===== src/rtl/serial_adder_ctrl_pkg.sv =====
// Shared types and defaults for the bit-serial adder controller.
package serial_adder_ctrl_pkg;

  localparam int DEF_WIDTH = 8;

  typedef logic [1:0] state_t;

  localparam state_t ST_IDLE  = 2'b00;
  localparam state_t ST_SHIFT = 2'b01;
  localparam state_t ST_DONE  = 2'b10;

endpackage


===== src/rtl/serial_adder_ctrl_if.sv =====
// Request/result bundle of the serial adder; master issues operands, slave returns the sum.
interface serial_adder_ctrl_if
  import serial_adder_ctrl_pkg::*;
#(
  parameter int WIDTH = DEF_WIDTH
);

  logic             start;
  logic [WIDTH-1:0] a;
  logic [WIDTH-1:0] b;
  logic             cin;
  logic             busy;
  logic             done;
  logic [WIDTH-1:0] sum;
  logic             cout;

  modport master (
    output start, a, b, cin,
    input  busy, done, sum, cout
  );

  modport slave (
    input  start, a, b, cin,
    output busy, done, sum, cout
  );

endinterface


===== src/rtl/serial_adder_ctrl_full_adder_bit.sv =====
// Single-bit full adder, purely combinational: f = a^b^c, g = majority(a,b,c).
module full_adder_bit (
  input  logic a,
  input  logic b,
  input  logic c,
  output logic f,
  output logic g
);

  assign f = a ^ b ^ c;
  assign g = (a & b) | (a & c) | (b & c);

endmodule


===== src/rtl/serial_adder_ctrl.sv =====
// Bit-serial WIDTH-bit adder: done appears WIDTH edges after an accepted start, one add per WIDTH+2 cycles.
// start is only honoured in IDLE; requests while busy are dropped, not queued.
module serial_adder_ctrl
  import serial_adder_ctrl_pkg::*;
#(
  parameter int WIDTH = DEF_WIDTH,
  parameter int CNT_W = $clog2(WIDTH)
) (
  input  logic                clk,
  input  logic                rst_n,
  serial_adder_ctrl_if.slave  bus
);

  localparam logic [CNT_W-1:0] LAST_BIT = CNT_W'(WIDTH - 1);

  state_t           state;
  logic [WIDTH-1:0] a_sr;
  logic [WIDTH-1:0] b_sr;
  logic [WIDTH-1:0] sum_sr;
  logic [WIDTH-1:0] sum_q;
  logic             cout_q;
  logic             carry;
  logic [CNT_W-1:0] cnt;
  logic             fa_s;
  logic             fa_c;

  full_adder_bit u_fa (
    .a (a_sr[0]),
    .b (b_sr[0]),
    .c (carry),
    .f (fa_s),
    .g (fa_c)
  );

  always_ff @(posedge clk or negedge rst_n) begin
    if (!rst_n) begin
      state  <= ST_IDLE;
      a_sr   <= '0;
      b_sr   <= '0;
      sum_sr <= '0;
      sum_q  <= '0;
      cout_q <= 1'b0;
      carry  <= 1'b0;
      cnt    <= '0;
    end else begin
      case (state)
        ST_IDLE: begin
          if (bus.start) begin
            a_sr  <= bus.a;
            b_sr  <= bus.b;
            carry <= bus.cin;
            cnt   <= '0;
            state <= ST_SHIFT;
          end
        end
        ST_SHIFT: begin
          sum_sr <= {fa_s, sum_sr[WIDTH-1:1]};
          a_sr   <= {1'b0, a_sr[WIDTH-1:1]};
          b_sr   <= {1'b0, b_sr[WIDTH-1:1]};
          carry  <= fa_c;
          cnt    <= cnt + 1'b1;
          // Publish the word only on the last bit so sum/cout never show partial results.
          if (cnt == LAST_BIT) begin
            sum_q  <= {fa_s, sum_sr[WIDTH-1:1]};
            cout_q <= fa_c;
            state  <= ST_DONE;
          end
        end
        ST_DONE: state <= ST_IDLE;
        default: state <= ST_IDLE;
      endcase
    end
  end

  assign bus.busy = (state != ST_IDLE);
  assign bus.done = (state == ST_DONE);
  assign bus.sum  = sum_q;
  assign bus.cout = cout_q;

endmodule


===== src/flat_wrapper.sv =====
// flat-port wrapper written by rule: the top's interface ports become plain ports
module serial_adder_ctrl_flat import serial_adder_ctrl_pkg::*;
#(
  parameter int WIDTH = DEF_WIDTH,
  parameter int CNT_W = $clog2(WIDTH)
)
  (clk, rst_n, bus_start, bus_a, bus_b, bus_cin, bus_busy, bus_done, bus_sum, bus_cout);
  serial_adder_ctrl_if #(.WIDTH(WIDTH)) bus_i ();
  input  logic clk;
  input  logic rst_n;
  input wire logic [$bits(bus_i.start)-1:0] bus_start;
  input wire logic [$bits(bus_i.a)-1:0] bus_a;
  input wire logic [$bits(bus_i.b)-1:0] bus_b;
  input wire logic [$bits(bus_i.cin)-1:0] bus_cin;
  output wire logic [$bits(bus_i.busy)-1:0] bus_busy;
  output wire logic [$bits(bus_i.done)-1:0] bus_done;
  output wire logic [$bits(bus_i.sum)-1:0] bus_sum;
  output wire logic [$bits(bus_i.cout)-1:0] bus_cout;
  assign bus_i.start = bus_start;
  assign bus_i.a = bus_a;
  assign bus_i.b = bus_b;
  assign bus_i.cin = bus_cin;
  assign bus_busy = bus_i.busy;
  assign bus_done = bus_i.done;
  assign bus_sum = bus_i.sum;
  assign bus_cout = bus_i.cout;
  serial_adder_ctrl #(.WIDTH(WIDTH), .CNT_W(CNT_W)) u_core (.clk(clk), .rst_n(rst_n), .bus(bus_i));
endmodule

===== config.mk =====
export PLATFORM = sky130hd
export DESIGN_NAME = serial_adder_ctrl_flat
export DESIGN_NICKNAME = d
export VERILOG_FILES = /design/src/rtl/serial_adder_ctrl_pkg.sv /design/src/rtl/serial_adder_ctrl_if.sv /design/src/rtl/serial_adder_ctrl_full_adder_bit.sv /design/src/rtl/serial_adder_ctrl.sv /design/src/flat_wrapper.sv
export SDC_FILE = /design/constraint.sdc
export NUM_CORES = 1
export LEC_CHECK = 0
export CAP_MARGIN = 20
export CORE_MARGIN = 4
export CORE_UTILIZATION = 55
export DETAILED_ROUTE_END_ITERATION = 10
export GPL_ROUTABILITY_DRIVEN = 0
export HOLD_SLACK_MARGIN = 0.15
export PLACE_DENSITY = 0.83
export SYNTH_ARGS = -nofsm -noshare
export SYNTH_HDL_FRONTEND = slang
export SYNTH_SLANG_ARGS = --single-unit

===== constraint.sdc =====
create_clock -name clk -period 2 [get_ports clk]
set_input_delay 0.4 -clock clk [delete_from_list [all_inputs] [get_ports clk]]
set_output_delay 0.4 -clock clk [all_outputs]
set_load 0.1 [all_outputs]

==> results.sh, run 1 <==
export IMPL_synthXorXnorAreaFrac=0
export IMPL_n_antenna_cell=0
export IMPL_seq_area_um2=951
export IMPL_synth_compound_area_frac=0.173
export IMPL_crit_arrival_ps=1420
export IMPL_die_h_um=63.3
export IMPL_clock_latency_ps=360
export IMPL_start_util=0.594
export IMPL_yosys_cell_count_top_type="dfrtp_1"
export IMPL_synth_cells=142
export IMPL_die_x_um=63.3
export IMPL_ys_top_cells_by_area="dfrtp_1 (57%), mux2_4 (8.0%), o22ai_1 (7.1%), nand2_1 (5.4%), a2bb2oi_1 (3.6%)"
export IMPL_synthMuxAreaShare=0.0804
export IMPL_synth_top_family_by_area="compound AO/OA/AOI/OAI gates"
export IMPL_io_buffers=30
export IMPL_drc=0
export IMPL_io_pins=31
export IMPL_postCtsResizedCells=0
export IMPL_status="finished clean"
export IMPL_root_buffer="clkbuf_4"
export IMPL_syn_avg_cell_area_um2=11.8
export IMPL_power_internal_w=0.00222
export IMPL_slew_violations=0
export IMPL_clock_skew_ps=8.65
export IMPL_netlist_area_leader_share=0.566
export IMPL_p_sw_w=0.00176
export IMPL_slowest_delay_ps=520
export IMPL_coreArea_um2=2830
export IMPL_multi_input_area_um2=654
export IMPL_cp_buffers_inverters=2
export IMPL_min_period_ps=1820
export IMPL_pwr_share_seq=0.349
export IMPL_crit_chain="nor2_1 -> inv_1 -> buf_12"
export IMPL_cp_max_fo=10
export IMPL_dr_pass1_iters=4
export IMPL_drive_above_1_share=0.224
export IMPL_synth_largest_area_cell="dfrtp_1"
export IMPL_vias=1238
export IMPL_cp_end_kind="output pin"
export IMPL_ant_nets=0
export IMPL_p_comb_frac=0.486
export IMPL_dieArea_um2=4000
export IMPL_relSlewSlack=0.576
export IMPL_dp_slack_ps=152
export IMPL_crit_family="flip-flops"
export IMPL_required_ps=1600
export IMPL_reg2reg_slack_ps=450
export IMPL_rsz0062_at_grt="false"
export IMPL_grt_pass1_vias=1236
export IMPL_routed_via_density=6.04
export IMPL_drtIter0Drc=96
export IMPL_synth_cell_type_count=23
export IMPL_clock_sinks=38
export IMPL_hpwl_mm=2.41
export IMPL_seq_area_frac_synth=0.566
export IMPL_max_freq_mhz=550
export IMPL_async_reset_ff_frac=1.00
export IMPL_wire_per_inst_um=16.7
export IMPL_synth_fa_ha_area_frac=0.0268
export IMPL_timing_final_crit_share=0.909
export IMPL_synthSimpleGateAreaFrac=0.108
export IMPL_synth_seq_cells=38
export IMPL_cts_buffer_depth=2
export IMPL_r2r_end="u_core.b_sr[0]"
export IMPL_clkTransAtPathRegs_ps=120
export IMPL_p_sw_frac=0.441
export IMPL_synth_edf_count=0
export IMPL_start_kind="register"
export IMPL_area_growth_pct=24.1
export IMPL_row_count=19
export IMPL_grt_max_degree=39
export IMPL_reg2reg_depth=3
export IMPL_numCtsBuffers=5
export IMPL_setup_viol=0
export IMPL_slowest_stage="dfrtp_1"
export IMPL_p_leak_nw=0.982
export IMPL_syn_area_um2=1680
export IMPL_max_cap_violations=0
export IMPL_hold_ws_ps=449
export IMPL_overflow=0
export IMPL_finish_utilization=0.737
export IMPL_grt_use_total=0.196
export IMPL_worstSetupPathType="register to output pin"
export IMPL_synth_fp_nets=165
export IMPL_antenna_found_initial=0
export IMPL_grt_pass1_wl_mm=6.07
export IMPL_powerDensity_nw_per_um2=1910
export IMPL_ys_top_cells_by_count="dfrtp_1 (38), nand2_1 (24), o22ai_1 (19)"
export IMPL_post_cts_setup_buffer_count=0
export IMPL_worstHoldPathType="primary input to async pin"
export IMPL_wl_mm=3.43
export IMPL_tns_ps=0
export IMPL_worst_slack_ps=182
export IMPL_worst_slew_pin_slew_ps=637
export IMPL_yosys_warnings=0
export IMPL_cts_tree="built"
export IMPL_nFillCells=199
export IMPL_ctsHoldBuffers=0
export IMPL_crit_cells=3
export IMPL_ys_flop_type="dfrtp_1"
export IMPL_reg2reg_from="u_core.state[1]"
export IMPL_cts_htree_levels=2
export IMPL_ir_drop_mv=1.03
export IMPL_hold_viol=0
export IMPL_finalNetCount=196
export IMPL_p_clk_frac=0.165
## area by class of cell
class,instances,share of cell area
inverters,4,0.00720
repair buffers,33,0.154
clock inverters,3,0.0330
multi-input cells,91,0.314
flip-flops and latches,38,0.456
well taps,31,0.0186
clock buffers,5,0.0180
## power groups by stage
stage / registers, W / clock network [W] / logic [W]
after floorplan: 0.00192 / 0 / 0.000996
after global placement: 0.00137 / 0 / 0.00187
after detailed placement: 0.00140 / 0 / 0.00194
after CTS: 0.00139 / 0.000664 / 0.00195
after global routing: 0.00144 / 0.000707 / 0.00207
final: 0.00139 / 0.000655 / 0.00194
## worst reg2reg max path: cells and delay by family (launching register included)
kind             cells  cell delay, ps
AND/OR/NAND/NOR      1             570
flip-flops           1             560
AO/OA/AOI/OAI        2             350
## layout by cell type (no fill, tap or decap), drive strengths merged
cell type,Yosys,final
nand2,25,25
buf,8,14
nand2b,3,3
inv,4,4
a22o,2,2
mux2,9,9
bufinv,0,2
ha,2,2
nand3b,2,2
o21bai,1,1
nor2b,2,2
dfrtp,38,38
clkbuf,1,5
a2bb2oi,7,7
fa,1,1
o221a,2,2
clkdlybuf4s50,0,19
clkinv,0,1
nor2,4,4
o22ai,19,19
a21oi,7,7
o21ai,5,5
## registers in the layout, indices dropped and copies added (netlist names)
signal,flops
u_core.a_sr,8
u_core.sum_sr,7
u_core.bus.cout,1
u_core.bus.sum,8
u_core.carry,1
u_core.state,2
u_core.cnt,3
u_core.b_sr,8
## stage by stage
step,instance area (um^2),std cells,total power [W]
6_report,2090,205,0.00398
5_1_grt,2090,205,0.00422
4_1_cts,2090,205,0.00400
3_5_place_dp,1980,197,0.00334
3_3_place_gp,1980,197,0.00324
2_1_floorplan,1680,142,0.00292
## worst max-delay path by stage
stage | start | end | slack [ps]
after detailed placement | bus_start | u_core.b_sr[5] | 150
after global placement | bus_start | u_core.b_sr[5] | 250
after CTS | u_core.state[1] | bus_busy | 160
final | u_core.state[1] | bus_busy | 180
after global routing | u_core.state[1] | bus_busy | 50
after floorplan | u_core.state[1] | bus_done | 120
## per-layer routing
layer | track usage | part of all wire
met4 | 0.0809 | 0.020
met1 | 0.272 | 0.44
met2 | 0.278 | 0.47
met3 | 0.0710 | 0.069
met5 | 0 | 0
## cells by family (layout without fill, tap and decap cells)
group | after synthesis | after routing
adders and majority gates | 3 | 3
DFF | 38 | 38
and+or+nand+nor | 36 | 36
buffers and inverters | 13 | 45
AOI/OAI and AO/OA | 43 | 43
muxes | 9 | 9
No activity file was read; power rests on OpenSTA's default activity.
==> inputs of run 2 (changes only) <==
Settings changed: ABC_CLOCK_PERIOD_IN_PS from default to 2000.
==> results of run 2 <==
The final DEF is identical to that of run 1; final timing and power are the same.
==> RTL edit 1 (settings of run 2) <==
Change the package constant `DEF_WIDTH` from 8 to 16.
--- a/src/rtl/serial_adder_ctrl_pkg.sv
+++ b/src/rtl/serial_adder_ctrl_pkg.sv
@@ -1,7 +1,7 @@
 // Shared types and defaults for the bit-serial adder controller.
 package serial_adder_ctrl_pkg;
 
-  localparam int DEF_WIDTH = 8;
+  localparam int DEF_WIDTH = 16;
 
   typedef logic [1:0] state_t;
 
Ports: changed (resized bus_a, bus_b and bus_sum); port bits go from 31 to 55. The function was not compared with the original's and may differ.
==> RTL edit 1 against run 2 <==
- register-to-register slack worse by 0.11 ns
- critical endpoint unchanged
- power grew 71%
- largest cell class unchanged
- sequential power up 71%
- sequential cell count rose by 33
- largest power group unchanged
- synthesized area grew 79%
- non-clock buffer count up 31
- clock power up 100%
- cell area increased by 84%
- final cell count up 96%
- setup slack worse by 0.049 ns
- routed wire length rose by 80%
- via count is 79% higher
- synthesized cell count up 92%
==> RTL edit 1: results (changes against run 2) <==
finish:
  nNetsFinal: 366  # was 196
  n_fill_cell: 357  # was 199
  fin_util_pct: 73.89  # was 73.73%
  seq_cells: 71  # was 38
  drive_gt1_share_pct: 20.18  # was 22.41%
  multi_input_cells: 181  # was 91
  n_all_inverters: 1  # was 4
  bufAreaShareNonClock_pct: 16.33  # was 15.36%
  multi_input_area_um2: 1116  # was 654.4 um^2
  clock_area_share_pct: 6.083  # was 5.099%
global_route:
  grt_usage_pct: 20.48  # was 19.60%
  met3_usage_pct: 3.947  # was 7.105%
  grt_pass1_vias: 2128  # was 1236
  grt_max_degree: 72  # was 39
placement:
  io_buffers: 54  # was 30
  dp_cells: 386  # was 197
  placed_area_um2: 3602  # was 1979 um^2
  pre_cts_slack_ns: 0.2558  # was 0.1516 ns
critical_path:
  critPathArrivalTime_ns: 1.47  # was 1.42 ns
  crit_family: "buffers and inverters"  # was flip-flops
  cp_slowest_stage_delay_ns: 0.38  # was 0.52 ns
  path_max_fanout: 36  # was 10
pwr:
  comb_power_share_pct: 45.3  # was 48.6%
  seqPwrFrac_pct: 35.0  # was 34.9%
  power.leakage_uw: 0.001764  # was 0.0009820 uW
  ir_drop_mv: 1.008  # was 1.029 mV
die:
  rows: 26  # was 19
detailed_routing:
  met1_length_um: 2685  # was 1518 um
  dr_wl_met2_um: 3057  # was 1604 um
  vias: 2214  # was 1238
clocking:
  clk_pin_slew_ns: 0.07  # was 0.12 ns
  ctsHtreeMaxLevel: 3  # was 2
  root_buffer: "clkbuf_8"  # was clkbuf_4
sta:
  worstMarginPinSlew_ns: 0.3797  # was 0.6365 ns
logic_synthesis:
  synth_area_leaders: "dfrtp_1 (59%), nand2_1 (9.7%), a22oi_1 (7.2%)"  # was dfrtp_1 (57%), mux2_4 (8.0%), o22ai_1 (7.1%)
  ys_top_cells_by_count: "nand2_1 (78), dfrtp_1 (71), o21ai_0 (32)"  # was dfrtp_1 (38), nand2_1 (24), o22ai_1 (19)
  synth_nets: 311  # was 165
status:
  status: "completed"  # unchanged
worst_hold_path:
  hold_path.class: "reg -> reg"  # was in -> async
-- RTL edit 1: cells by family after synthesis --
group | share of synthesized area (%)
muxes | 7.859
adders and majority gates | 1.081
buffers and inverters | 4.158
DFF | 59.04
AOI/OAI and AO/OA | 14.68
and+or+nand+nor | 13.18
-- RTL edit 1: final timing paths --
check	cells after the start	start	slack [ns]	to
setup / recovery	4	u_core.state[1]	0.13	bus_busy
setup reg to reg	4	u_core.cnt[1]	0.34	u_core.bus.cout
hold / removal	2	u_core.b_sr[5]	0.49	u_core.b_sr[5]
hold reg to reg	2	u_core.b_sr[5]	0.49	u_core.b_sr[5]
max in group asynchronous	3	rst_n	1.09	u_core.b_sr[12]
min in group asynchronous	3	rst_n	0.59	u_core.b_sr[6]
-- RTL edit 1: timing repair --
action	4_1_cts	5_1_grt
hold buffers	1	0
setup buffers	0	0
endpoints found under the hold margin	71	0
==> RTL edit 2 (settings of run 2) <==
Made on the original files. Make the reset (`rst_n`) synchronous in one clocked block.
--- a/src/rtl/serial_adder_ctrl.sv
+++ b/src/rtl/serial_adder_ctrl.sv
@@ -32,7 +32,7 @@
     .g (fa_c)
   );
 
-  always_ff @(posedge clk or negedge rst_n) begin
+  always_ff @(posedge clk) begin
     if (!rst_n) begin
       state  <= ST_IDLE;
       a_sr   <= '0;
Check against the original RTL: differs if rst_n is asserted again (counterexample within 4 cycles, from zero or initial values and one cycle with rst_n low); with rst_n held inactive, the same outputs for 10 cycles.
==> RTL edit 2 against run 2 <==
- routed wire length fell by 9.3%
- synthesized area fell by 4.2%
- setup slack improved by 0.15 ns
- sequential cell count did not move
- maximum frequency rose by 9.1%
- cell area fell by 5.1%
Power is not compared: it rests on default switching activity, and its combinational part moved more than twofold at a synthesized area within 25%.
==> RTL edit 2: results (changes against run 2) <==
status:
  status: "completed"  # unchanged
placement:
  placed_area_um2: 1919  # was 1979 um^2
  dp_hpwl_um: 2168  # was 2412 um
global_route:
  grt_pass1_vias: 1329  # was 1236
  grt_pass1_wl_um: 5602  # was 6072 um
  grt_usage_pct: 17.79  # was 19.60%
pwr:
  power.leakage_uw: 0.0007396
finish:
  final_cells: 230  # was 205
  antenna_cells: 0  # unchanged
  nNetsFinal: 221  # was 196
  drive_gt1_share_pct: 18.09  # was 22.41%
  n_fill_cell: 234  # was 199
detailed_routing:
  vias_per_cell: 5.543  # was 6.039
  post_drt_wl_per_cell_um: 13.54  # was 16.74 um
  drtIter0Drc: 44  # was 96
logic_synthesis:
  synth_area_leaders: "dfxtp_1 (47%), o221ai_2 (9.3%), nor2_1 (7.0%)"  # was dfrtp_1 (57%), mux2_4 (8.0%), o22ai_1 (7.1%)
  ys_top_cells_by_count: "dfxtp_1 (38), nor2_1 (30), nand2_1 (24)"  # was dfrtp_1 (38), nand2_1 (24), o22ai_1 (19)
  ys_warn_count: 0  # unchanged
  yosysSeqAreaShare_pct: 47.24  # was 56.59%
  async_flop_share_pct: 0  # was 100.0%
  synth_flop_cell: "dfxtp_1"  # was dfrtp_1
  synth_nets: 193  # was 165
  yosys.cell_types.count: 27  # was 23
  synthCells: 170  # was 142
sta:
  worstMarginPinSlew_ns: 0.3758  # was 0.6365 ns
  fin_skew_ns: 0.01271  # was 0.008652 ns
critical_path:
  r2r_cells: 4  # was 3
  startpoint: "u_core.state[0]"  # was u_core.state[1]
  critPathArrivalTime_ns: 1.27  # was 1.42 ns
  crit-reg2reg-launch: "u_core.state[1]"  # unchanged
clocking:
  cts.repair.resized: 0  # unchanged
  ctsHtreeMaxLevel: 2  # unchanged
worst_hold_path:
  hold_path.class: "reg -> reg"  # was in -> async
RTL edit 2: changes by cell type after synthesis, sizes merged, moves of 4 or more:
cell	delta
dfrtp	-38
dfxtp	+38
nor2	+26
o22ai	-19
a21boi	+16
o221ai	+15
mux2	-9
nand3	+9
a21oi	-7
a2bb2oi	-7
o21ai	-5
a22oi	+4
inv	-4
nor2b	+4
RTL edit 2: cells by family (layout without fill, tap and decap cells):
logic type | Yosys count | count (layout) | synth area share (%)
AOI/OAI and AO/OA | 37 | 37 | 22.45
adders and majority gates | 3 | 3 | 2.797
buffers and inverters | 14 | 43 | 5.749
DFF | 38 | 38 | 47.24
muxes | 1 | 1 | 0.6216
and+or+nand+nor | 77 | 77 | 21.14
RTL edit 2: final timing paths:
| check | endpoint | slack (ns) |
|---|---|---|
| hold / removal | u_core.bus.sum[7] | 0.47 |
| setup / recovery | bus_busy | 0.33 |
| setup reg to reg | u_core.cnt[0] | 0.59 |
| hold reg to reg | u_core.bus.sum[7] | 0.47 |
RTL edit 2: metrics by stage:
stage	worst slack (ns)	hold WS (ns)
floorplan	0.3573	0.4406
global placement	0.1732	0.4450
CTS	0.3293	0.4682
global route	0.2719	0.4955
finish	0.3342	0.4667
detailed placement	0.1348	0.4521
RTL edit 2: routing by layer:
layer  up-vias  global-route usage, %  wire length, um
met5         -                      0                0
met4         0                  8.401               65
met3         8                  5.405              164
met2        30                  31.35             1651
met1       593                  19.11             1232
li1        644                      -                -
RTL edit 2: power breakdown:
group,internal (uW),switching [uW],total (uW)
combinational,101,96.8,198
sequential,793,26.9,819
clock,170,243,413
total,1060,367,1430
RTL edit 2: cell type report:
| class | count | area (um^2) | area share [%] |
|---|---|---|---|
| clock buffers | 7 | 55.05 | 2.781 |
| clock inverters | 1 | 5.005 | 0.2528 |
| multi-input cells | 118 | 759.5 | 38.37 |
| flip-flops and latches | 38 | 760.7 | 38.43 |
| well taps | 31 | 38.79 | 1.960 |
| repair buffers | 35 | 360.3 | 18.20 |
RTL edit 2: worst max-delay path, stage by stage (launching register included):
cell,delay (ns)
dfxtp_1,0.41
or2_2,0.34
buf_12,0.17
